$ cat src/rtl/bus_arbiter_mux.sv
// -----------------------------------------------------------------------------
// bus_arbiter_mux
//   Registered N-source common-bus multiplexer. Sits between the register
//   file / memory / ALU sources and the shared datapath bus.
//     MODE=0 : direct mode, the control unit picks the source with SEL.
//     MODE=1 : round-robin arbitration over REQ, with a hold limit of
//              MAX_HOLD consecutive cycles while another source is waiting.
//
// Ports
//   CLK      in   1        clock, rising edge
//   RST      in   1        asynchronous active-high reset
//   MODE     in   1        0 = direct select, 1 = round-robin arbitration
//   SEL      in   SEL_W    direct-mode source index
//   REQ      in   N        per-source bus request (arbitrated mode only)
//   IN       in   N*SIZE   flattened source data, source i = IN[i*SIZE +: SIZE]
//   OUT      out  SIZE     registered bus value
//   VALID    out  1        OUT holds data from a selected/granted source
//   GNT      out  N        one-hot owner, zero when there is no owner
//   GNT_IDX  out  SEL_W    binary owner index, zero when there is no owner
// -----------------------------------------------------------------------------
module bus_arbiter_mux #(
    parameter int SIZE     = 32,
    parameter int N        = 8,
    parameter int SEL_W    = 3,
    parameter int MAX_HOLD = 4
) (
    input  logic                CLK,
    input  logic                RST,
    input  logic                MODE,
    input  logic [SEL_W-1:0]    SEL,
    input  logic [N-1:0]        REQ,
    input  logic [N*SIZE-1:0]   IN,
    output logic [SIZE-1:0]     OUT,
    output logic                VALID,
    output logic [N-1:0]        GNT,
    output logic [SEL_W-1:0]    GNT_IDX
);

    localparam int                HOLD_W   = $clog2(MAX_HOLD + 1);
    localparam logic [HOLD_W-1:0] HOLD_MAX = HOLD_W'(MAX_HOLD);
    localparam logic [SEL_W:0]    N_EXT    = (SEL_W + 1)'(N);
    localparam logic [SEL_W-1:0]  LAST_IDX = SEL_W'(N - 1);

    typedef enum logic {
        IDLE  = 1'b0,
        OWNED = 1'b1
    } state_t;

    state_t              state, state_n;
    logic [SEL_W-1:0]    ptr, ptr_n;
    logic [HOLD_W-1:0]   hold_cnt, hold_n;

    logic [SIZE-1:0]     out_n;
    logic                valid_n;
    logic [N-1:0]        gnt_n;
    logic [SEL_W-1:0]    idx_n;

    logic [SIZE-1:0]     src [N];
    logic [N-1:0]        owner_oh;
    logic [N-1:0]        others;
    logic [SEL_W-1:0]    next_start;
    logic [SEL_W:0]      scan;

    for (genvar i = 0; i < N; i++) begin : g_src
        assign src[i] = IN[i*SIZE +: SIZE];
    end

    // Round-robin scan: first set bit of req starting at index start and
    // wrapping modulo N. Result is {found, index}.
    function automatic logic [SEL_W:0] rr_scan(input logic [N-1:0]     req,
                                               input logic [SEL_W-1:0] start);
        logic             found;
        logic [SEL_W-1:0] idx;
        int               j;
        found = 1'b0;
        idx   = '0;
        for (int i = 0; i < N; i++) begin
            j = int'(start) + i;
            if (j >= N) j = j - N;
            if (!found && ((req >> j) & N'(1)) != '0) begin
                found = 1'b1;
                idx   = SEL_W'(j);
            end
        end
        return {found, idx};
    endfunction

    // State and output registers
    always_ff @(posedge CLK or posedge RST) begin
        if (RST) begin
            state    <= IDLE;
            ptr      <= '0;
            hold_cnt <= '0;
            OUT      <= '0;
            VALID    <= 1'b0;
            GNT      <= '0;
            GNT_IDX  <= '0;
        end else begin
            state    <= state_n;
            ptr      <= ptr_n;
            hold_cnt <= hold_n;
            OUT      <= out_n;
            VALID    <= valid_n;
            GNT      <= gnt_n;
            GNT_IDX  <= idx_n;
        end
    end

    // Next-state and next-output logic
    always_comb begin
        state_n    = state;
        ptr_n      = ptr;
        hold_n     = hold_cnt;
        out_n      = OUT;
        valid_n    = 1'b0;
        gnt_n      = '0;
        idx_n      = '0;
        scan       = '0;
        owner_oh   = N'(1) << GNT_IDX;
        // The owner's own request is masked during a forced re-arbitration
        // so it can never win back the bus it is being forced to release.
        others     = REQ & ~owner_oh;
        next_start = (GNT_IDX == LAST_IDX) ? '0 : GNT_IDX + 1'b1;

        if (!MODE) begin
            // Direct select: arbiter parked in IDLE, pointer preserved.
            state_n = IDLE;
            hold_n  = '0;
            if ({1'b0, SEL} < N_EXT) begin
                valid_n = 1'b1;
                idx_n   = SEL;
            end else begin
                out_n = '0;
            end
        end else begin
            unique case (state)
                IDLE: begin
                    scan = rr_scan(REQ, ptr);
                    if (scan[SEL_W]) begin
                        state_n = OWNED;
                        hold_n  = HOLD_W'(1);
                        valid_n = 1'b1;
                        idx_n   = scan[SEL_W-1:0];
                    end
                end
                OWNED: begin
                    if ((REQ & owner_oh) != '0 &&
                        (others == '0 || hold_cnt < HOLD_MAX)) begin
                        valid_n = 1'b1;
                        idx_n   = GNT_IDX;
                        if (hold_cnt < HOLD_MAX) hold_n = hold_cnt + 1'b1;
                    end else begin
                        // Release: hand over on this same edge if anyone
                        // else is waiting, otherwise fall back to IDLE.
                        ptr_n = next_start;
                        scan  = rr_scan(others, next_start);
                        if (scan[SEL_W]) begin
                            hold_n  = HOLD_W'(1);
                            valid_n = 1'b1;
                            idx_n   = scan[SEL_W-1:0];
                        end else begin
                            state_n = IDLE;
                            hold_n  = '0;
                        end
                    end
                end
                default: begin
                    state_n = IDLE;
                    hold_n  = '0;
                end
            endcase
        end

        if (valid_n) begin
            gnt_n = N'(1) << idx_n;
            for (int i = 0; i < N; i++) begin
                if (idx_n == SEL_W'(i)) out_n = src[i];
            end
        end
    end

endmodule
$ cat config.mk
export PLATFORM = sky130hd
export DESIGN_NAME = bus_arbiter_mux
export DESIGN_NICKNAME = d
export VERILOG_FILES = /design/src/rtl/bus_arbiter_mux.sv
export SDC_FILE = /design/constraint.sdc
export NUM_CORES = 1
export LEC_CHECK = 0
export CORE_AREA = 3 3 120 122
export CTS_BUF_LIST = sky130_fd_sc_hd__clkbuf_2 sky130_fd_sc_hd__clkbuf_4 sky130_fd_sc_hd__clkbuf_8
export DETAILED_ROUTE_END_ITERATION = 6
export DIE_AREA = 0 0 123 125
export PLACE_DENSITY = 0.89
export SYNTH_ARGS = -nofsm -noshare
export SYNTH_HDL_FRONTEND = slang
export SYNTH_SLANG_ARGS = --single-unit
$ cat constraint.sdc
create_clock -name CLK -period 9.7 [get_ports CLK]
set_input_delay 2.425 -clock CLK [delete_from_list [all_inputs] [get_ports CLK]]
set_output_delay 2.425 -clock CLK [all_outputs]
set_load 0.05 [all_outputs]
==> flow_summary.json <==
{
  "hold_buffers": 0,
  "drc": 0,
  "synth_most_common_cell": "nand2_1",
  "synth-edff-count": 0,
  "yosysSeqAreaShare_pct": 21.22,
  "p_comb_share_pct": 83.4,
  "placedCellCount": 1143,
  "synth_area_leaders": "dfrtp_1 21%, nand2_1 6.6%, mux4_2 5.6%",
  "antenna_found_initial": 8,
  "cts_resized": 0,
  "synth_top_family_by_area": "compound AO/OA/AOI/OAI gates",
  "sw_frac_of_total_pct": 56.54,
  "cp_max_fo": 39,
  "yosys.area.top_type": "dfrtp_1",
  "ys.flop_type": "dfrtp_1",
  "netSwitchingPower_mw": 1.936,
  "synth_common_cells": "105 x nand2_1, 51 x dfrtp_1, 37 x nand3_1",
  "outcome": "finished clean",
  "synth-warning-count": 0,
  "met1_usage_pct": 40.28,
  "cts_buffers": 5,
  "fp.dieW_um": 123,
  "power_leakage_nw": 3.546,
  "seqPwrFrac_pct": 12.5,
  "synth-simple-area-share_pct": 18.74,
  "clkTransAtPathRegs_ns": 0.11,
  "syn_inst": 713,
  "power.share.clock_pct": 4.2,
  "pin_count": 314,
  "portBuffers": 313,
  "root_buffer": "clkbuf_8",
  "drt-initial-drc-count": 909,
  "dieArea_um2": 15380,
  "grt-ovfl-total": 0,
  "finalWirelength_um": 28330,
  "dp_hpwl_um": 21960,
  "synth.mux.area_fraction_pct": 16.23,
  "synth_area_per_cell_um2": 8.436,
  "core_area_um2": 13300,
  "setup_viol": 0,
  "area_growth_pct": 52.40,
  "dr.pass1.iters": 6,
  "regArea_um2": 1276,
  "min_path_type": "flip-flop to flip-flop",
  "instances_no_fill": 1159,
  "placement_rows": 42,
  "num_vias": 7330,
  "clk_latency_ns": 0.33,
  "antenna_left": 0,
  "synth_top_area_share_pct": 21.22,
  "internal_power_mw": 1.488,
  "final_layout_size_suffix_gt1_share_pct": 9.231,
  "dieHeight_um": 125,
  "synth_fa_ha_area_share_pct": 3.120,
  "busiest_layer": "met2",
  "critical_path_class": "input pin to flip-flop",
  "cts_tree": "built",
  "nNetsFinal": 1259,
  "cp.arrival_ns": 7.51,
  "grt_pass1_vias": 7105,
  "gp_congestion": 0.9915,
  "routedWlPerCell_um": 24.44,
  "ys_ff_latch": 51,
  "clock_sinks": 51,
  "rsz0062_at_grt": "no",
  "ys_async_sr_fraction_pct": 100.0,
  "vias_per_cell": 6.324,
  "cts_buffer_depth": 2,
  "grt_use_met2_pct": 60.92,
  "final_hold_viol_count": 0,
  "start_util_pct": 45.24,
  "multi_input_area_um2": 4263,
  "synth_compound_area_share_pct": 31.27,
  "grtUsageMet3_pct": 7.317,
  "tightest_slew_ns": 1.186,
  "cts_setup_buffers": 0,
  "grt_max_degree": 52,
  "gr-usage-all-layers_pct": 35.35,
  "peakVddDrop_uv": 166.6,
  "grt_pass1_wl_um": 41570,
  "period_needed_ns": 7.289,
  "relSlewSlack_pct": 20.94,
  "netlist_area_um2": 6015,
  "synth_xor_area_share_pct": 0.8737,
  "period_share_pct": 75.15,
  "worstPathRequired_ns": 9.92,
  "start_kind": "input pin",
  "n_fill_cell": 1058,
  "powerDensity_nw_per_um2": 373.5,
  "finClkSkew_ns": 0.01905,
  "yosysUniqueCellTypes": 86,
  "drv_cap": 0,
  "ctsHtreeMaxLevel": 2,
  "syn_nets": 998,
  "endpoint_kind": "flip-flop",
  "slew_viol_final": 0,
  "fmax_mhz": 137.2,
  "final.setup.tns_ns": 0
}
[worst max-delay path, cell delays in order]
cell,delay [ns]
clkdlybuf4s50_1,0.77
a21boi_0,0.46
mux2i_4,0.16
o22a_2,0.28
o221ai_2,0.28
or4b_4,0.20
nor4_2,0.05
o211a_1,0.24
o32a_2,0.43
nor2_4,0.08
buf_4,0.41
inv_2,0.45
nor2_4,0.60
a222oi_1,0.28
o2111ai_1,0.33
[final cells by class]
class	instances	share of cell area [%]
multi-input combinational	569	46.51
timing repair buffer	320	34.75
sequential	51	13.92
tap	176	2.402
inverter	27	1.119
clock buffer	6	0.9009
antenna	8	0.2184
clock inverter	2	0.1775
[per-stage QoR]
step | total power [mW] | worst slack [ns] | util [%] | hold WS, ns | cell area, µm²
floorplan | 2.514 | 4.177 | - | 0.4538 | 6015
global placement | 3.206 | 2.339 | 68.05 | 0.4750 | 9047
detailed placement | 3.221 | 2.206 | 68.05 | 0.4931 | 9047
CTS | 3.371 | 2.555 | 68.79 | 0.5386 | 9146
global route | 3.622 | 2.222 | 68.94 | 0.5820 | 9166
finish | 3.424 | 2.411 | 68.94 | 0.5297 | 9166
[power groups by stage]
stage	clock, mW	combinational [mW]	sequential (mW)
5_1_grt	0.153	3.03	0.436
3_3_place_gp	0	2.78	0.425
3_5_place_dp	0	2.79	0.426
2_1_floorplan	0	1.83	0.684
6_report	0.143	2.85	0.427
4_1_cts	0.144	2.80	0.423
[cells in the final DEF, fill, tap and decap left out, types with 15 or more instances in the layout]
cell,count
clkdlybuf4s50_1,313
o2111ai_1,23
a211oi_1,18
a22oi_1,29
dfrtp_1,51
nor3_1,15
o21ai_0,16
nor2_1,26
inv_1,21
nand2_1,105
mux2_2,27
a222oi_1,22
mux2i_1,27
mux4_2,15
ha_1,15
nand3_1,37
a21o_1,25
a21oi_1,23
[path summary, 6_finish.rpt]
kind | from | endpoint | slack (ns) | cells after the start
min in group asynchronous | RST | OUT[17]$_DFFE_PP0P_ | 2.59 | 3
max in group asynchronous | RST | OUT[6]$_DFFE_PP0P_ | 6.59 | 3
min | hold_cnt[1]$_DFFE_PP0P_ | hold_cnt[1]$_DFFE_PP0P_ | 0.53 | 2
max reg2reg | GNT_IDX[0]$_DFF_PP0_ | OUT[13]$_DFFE_PP0P_ | 2.80 | 19
max | REQ[5] | OUT[13]$_DFFE_PP0P_ | 2.41 | 15
min reg2reg | hold_cnt[1]$_DFFE_PP0P_ | hold_cnt[1]$_DFFE_PP0P_ | 0.53 | 2
[cells by family (layout without fill, tap and decap cells)]
kind of cell    Yosys count  in the layout
mux                      72             72
flops                    51             51
xor+xnor                  6              6
compound gates          240            240
fa+ha+maj                15             15
simple gates            236            236
other cells               0              8
buf+inv                  93            355
[state kept, by name, indices dropped and copies added, names as in the netlist]
signal and count:
VALID 1, GNT 8, ptr 3, OUT 32
state 1, GNT_IDX 3, hold_cnt 3
[layer usage]
layer / wire length (µm) / vias up
met3: 2466 / 90
met4: 1755 / 0
met1: 9737 / 3480
met2: 14370 / 488
met5: 0 / -
li1: - / 3272
Note: power is estimated with default switching activity, not from simulation.
==> RTL change (config.mk and constraints unchanged) <==
The parameter `N` goes from 8 to 4.
--- a/src/rtl/bus_arbiter_mux.sv
+++ b/src/rtl/bus_arbiter_mux.sv
@@ -21,5 +21,5 @@
 module bus_arbiter_mux #(
     parameter int SIZE     = 32,
-    parameter int N        = 8,
+    parameter int N        = 4,
     parameter int SEL_W    = 3,
     parameter int MAX_HOLD = 4
Ports: changed (resized GNT, IN and REQ); port bits go from 314 to 178. The function was not compared with the original's and may differ.
==> RTL change against the unedited design <==
Synthesized cell count decreased by 52%. Wire length decreased by 61%. Count of clock-buffer cells in the layout is 1 lower. Sequential cell count down 4. Combinational power decreased by 54%. First-iteration DRC count fell by 82%. Worst setup slack better by 1.3 ns. Power fell by 46%. Critical path type unchanged. Largest power group unchanged. Non-clock buffer count shrank 140. Hold slack lost 0.037 ns. Design area fell by 42%. Area after synthesis fell by 45%.
==> RTL change: results (changes against the unedited design) <==
Outcome
• finished clean — run status

Clock tree
• 0.30 ns — later-pin clock latency in the skew report, -0.03 ns
• 0 — number of instances resized during post-cts repair, unchanged
• clkbuf_8 — clock tree root buffer cell
• 0.09 ns — CTS clk-pin slew, worst paths, -0.02 ns
• 2 — number of buffers on the longest clock path, unchanged
• 0 — buffer count from post-CTS setup fixing, unchanged
• 5 — total CTS buffers, unchanged
• 2 — total number of H-tree levels, unchanged

Hold path
• OUT[28] — beginning of the worst hold path
• flop to flop — worst min-delay path class
• 2 — number of cells on the worst hold path, unchanged
• OUT[28] — hold worst-path end

Placement
• 177 — I/O Buffers, -43%
• 677 — total instance count after detailed placement, -41%
• 8654 um — post-detail-place hpwl, -61%
• 0.9060 — last weighted congestion value of the routability-driven placer, -8.6%

Setup path
• GNT_IDX[0] — origin of the critical flop-to-flop path
• OUT[9] — Worst R2R End
• compound AO/OA/AOI/OAI gates — Top Family by Delay on Critical Path
• 14 — path depth of the worst reg2reg path, -5
• 37 — maximum fanout along the worst path, -5.1%
• 4.92 ns — register-to-register path setup slack, +2.12 ns
• 0.83 ns — Worst path max stage delay, +0.06 ns
• nor4b_1 — library cell contributing the largest single delay on the critical path
• 6.20 ns — Crit path arrival time, -1.31 ns

Yosys
• 35.54% — sequential-to-total area share from yosys stat, +14 points
• 345 — cells after synthesis, -52%
• 491 — total nets after synthesis, -51%
• 100.0% — share of flip-flops with an asynchronous set or reset, unchanged
• dfrtp_1 — ys flop type
• 57 — library cells used by synthesis, -34%
• 35.54% — proportion of netlist area held by the largest area contributor, +14 points
• 0 — Yosys warnings, unchanged
• dfrtp_1 (36%), mux2i_1 (20%), o221ai_1 (8.7%), nand2_1 (5.8%), ha_1 (3.0%) — top cells by area, synth
• mux2i_1 (67), nand2_1 (51), dfrtp_1 (47) — ranking of synthesized cells by instance count

GRT
• 17,600 um — global-route wire length before repair, -58%
• 0 — antenna violations before repair, -8
• 14.12% — Total Routing Usage GR, -21 points
• 3,463 — via count of the first global-routing pass, -51%
• 48 — largest net degree at the start of global routing, -7.7%

Cells and area
• 685 — number of standard cells in the layout, taps in and fillers out, -41%
• 1,285 — count of filler cells inserted in the layout, +21%
• 0 — antenna fix cells, -8
• 654 — number of nets in the layout, -48%
• 4.519% — share of post-route cells with drive strength above 1, -4.7 points
• OUT: 32 flops, GNT: 4 flops — biggest regs

Detailed routing
• 11,030 um — detailed-route wire length, -61%
• 162 — first-iteration detailed-routing DRC count, -82%
• 5 — first-pass detailed-route iteration total, -1
• 3,377 — total via count after detailed routing, -54%

Timing
• 0.01046 ns — worst-case clock skew, -0.008590 ns
• 1.008 ns — slew at the pin closest to its max-slew limit, -0.1779 ns

Pwr
• 2.137 nW — cell leakage power, -40%
• 0.0001510 V — largest voltage drop on the vdd net, -9.3%

## RTL change: changes by cell type after synthesis, moves of 18 or more
cell,before,now
nor2_1,28,7
mux2_2,27,1
a222oi_1,22,0
buf_2,28,5
o221ai_1,0,33
nand3_1,37,4
nand2_1,105,51
o2111ai_1,23,1
a22oi_1,29,0
a21oi_1,24,6
mux2i_1,27,67
a21o_1,25,4
a211oi_1,18,0
## RTL change: area by class of cell
type	instances	area share (%)
clock buffer	5	1.289
clock inverter	3	1.266
inverter	17	1.195
multi-input combinational	257	36.47
sequential	47	22.03
tap	176	4.126
timing repair buffer	180	33.61
## RTL change: stage by stage
stage / setup WS (ns) / util (%) / area [um2] / hold slack [ns]
floorplan: 5.049 / - / 3309 / 0.4799
global placement: 3.558 / 39.12 / 5201 / 0.4688
detailed placement: 3.403 / 39.12 / 5201 / 0.4729
CTS: 3.737 / 40.15 / 5338 / 0.4960
global route: 3.367 / 40.15 / 5338 / 0.5362
finish: 3.700 / 40.15 / 5338 / 0.4924
## RTL change: kinds of logic (layout without fill, tap and decap cells)
kind of cell    count (synthesis)  after routing  share of synthesized area (%)
flops                          47             47                          35.54
mux                            68             68                          20.60
other cells                     1              1                         0.1133
buf+inv                        41            205                          6.200
xor+xnor                        2              2                         0.5294
simple gates                   90             90                          13.20
fa+ha+maj                       8              8                          3.025
compound gates                 88             88                          20.79
## RTL change: worst max path at each step
stage                       from  slack [ns]       to
after floorplan           REQ[3]        5.05  OUT[26]
after global placement    REQ[0]        3.56  OUT[17]
after detailed placement  REQ[0]        3.40   OUT[9]
after CTS                 REQ[0]        3.74  OUT[15]
after global routing      REQ[0]        3.37  OUT[18]
final                     REQ[0]        3.70   OUT[9]
## RTL change: report_power, final
part           internal, W  switching, W  leakage (nW)
Combinational     0.000525      0.000797          1.48
Sequential        0.000288     0.0000615         0.588
Clock             0.000103     0.0000697        0.0644
Total             0.000916      0.000928          2.14
## RTL change: per-layer routing
layer	vias up	track usage (%)	share of wire [%]
met5	-	0	0
met4	0	4.625	2.8
met3	26	3.884	8.3
met2	157	24.03	50
met1	1570	17.13	39
li1	1624	-	-
## RTL change: worst min-delay path: cells and delay by family (launching register included)
kind	cells	cell delay, ns
simple gates	1	0.05
compound gates	1	0.06
flops	1	0.35
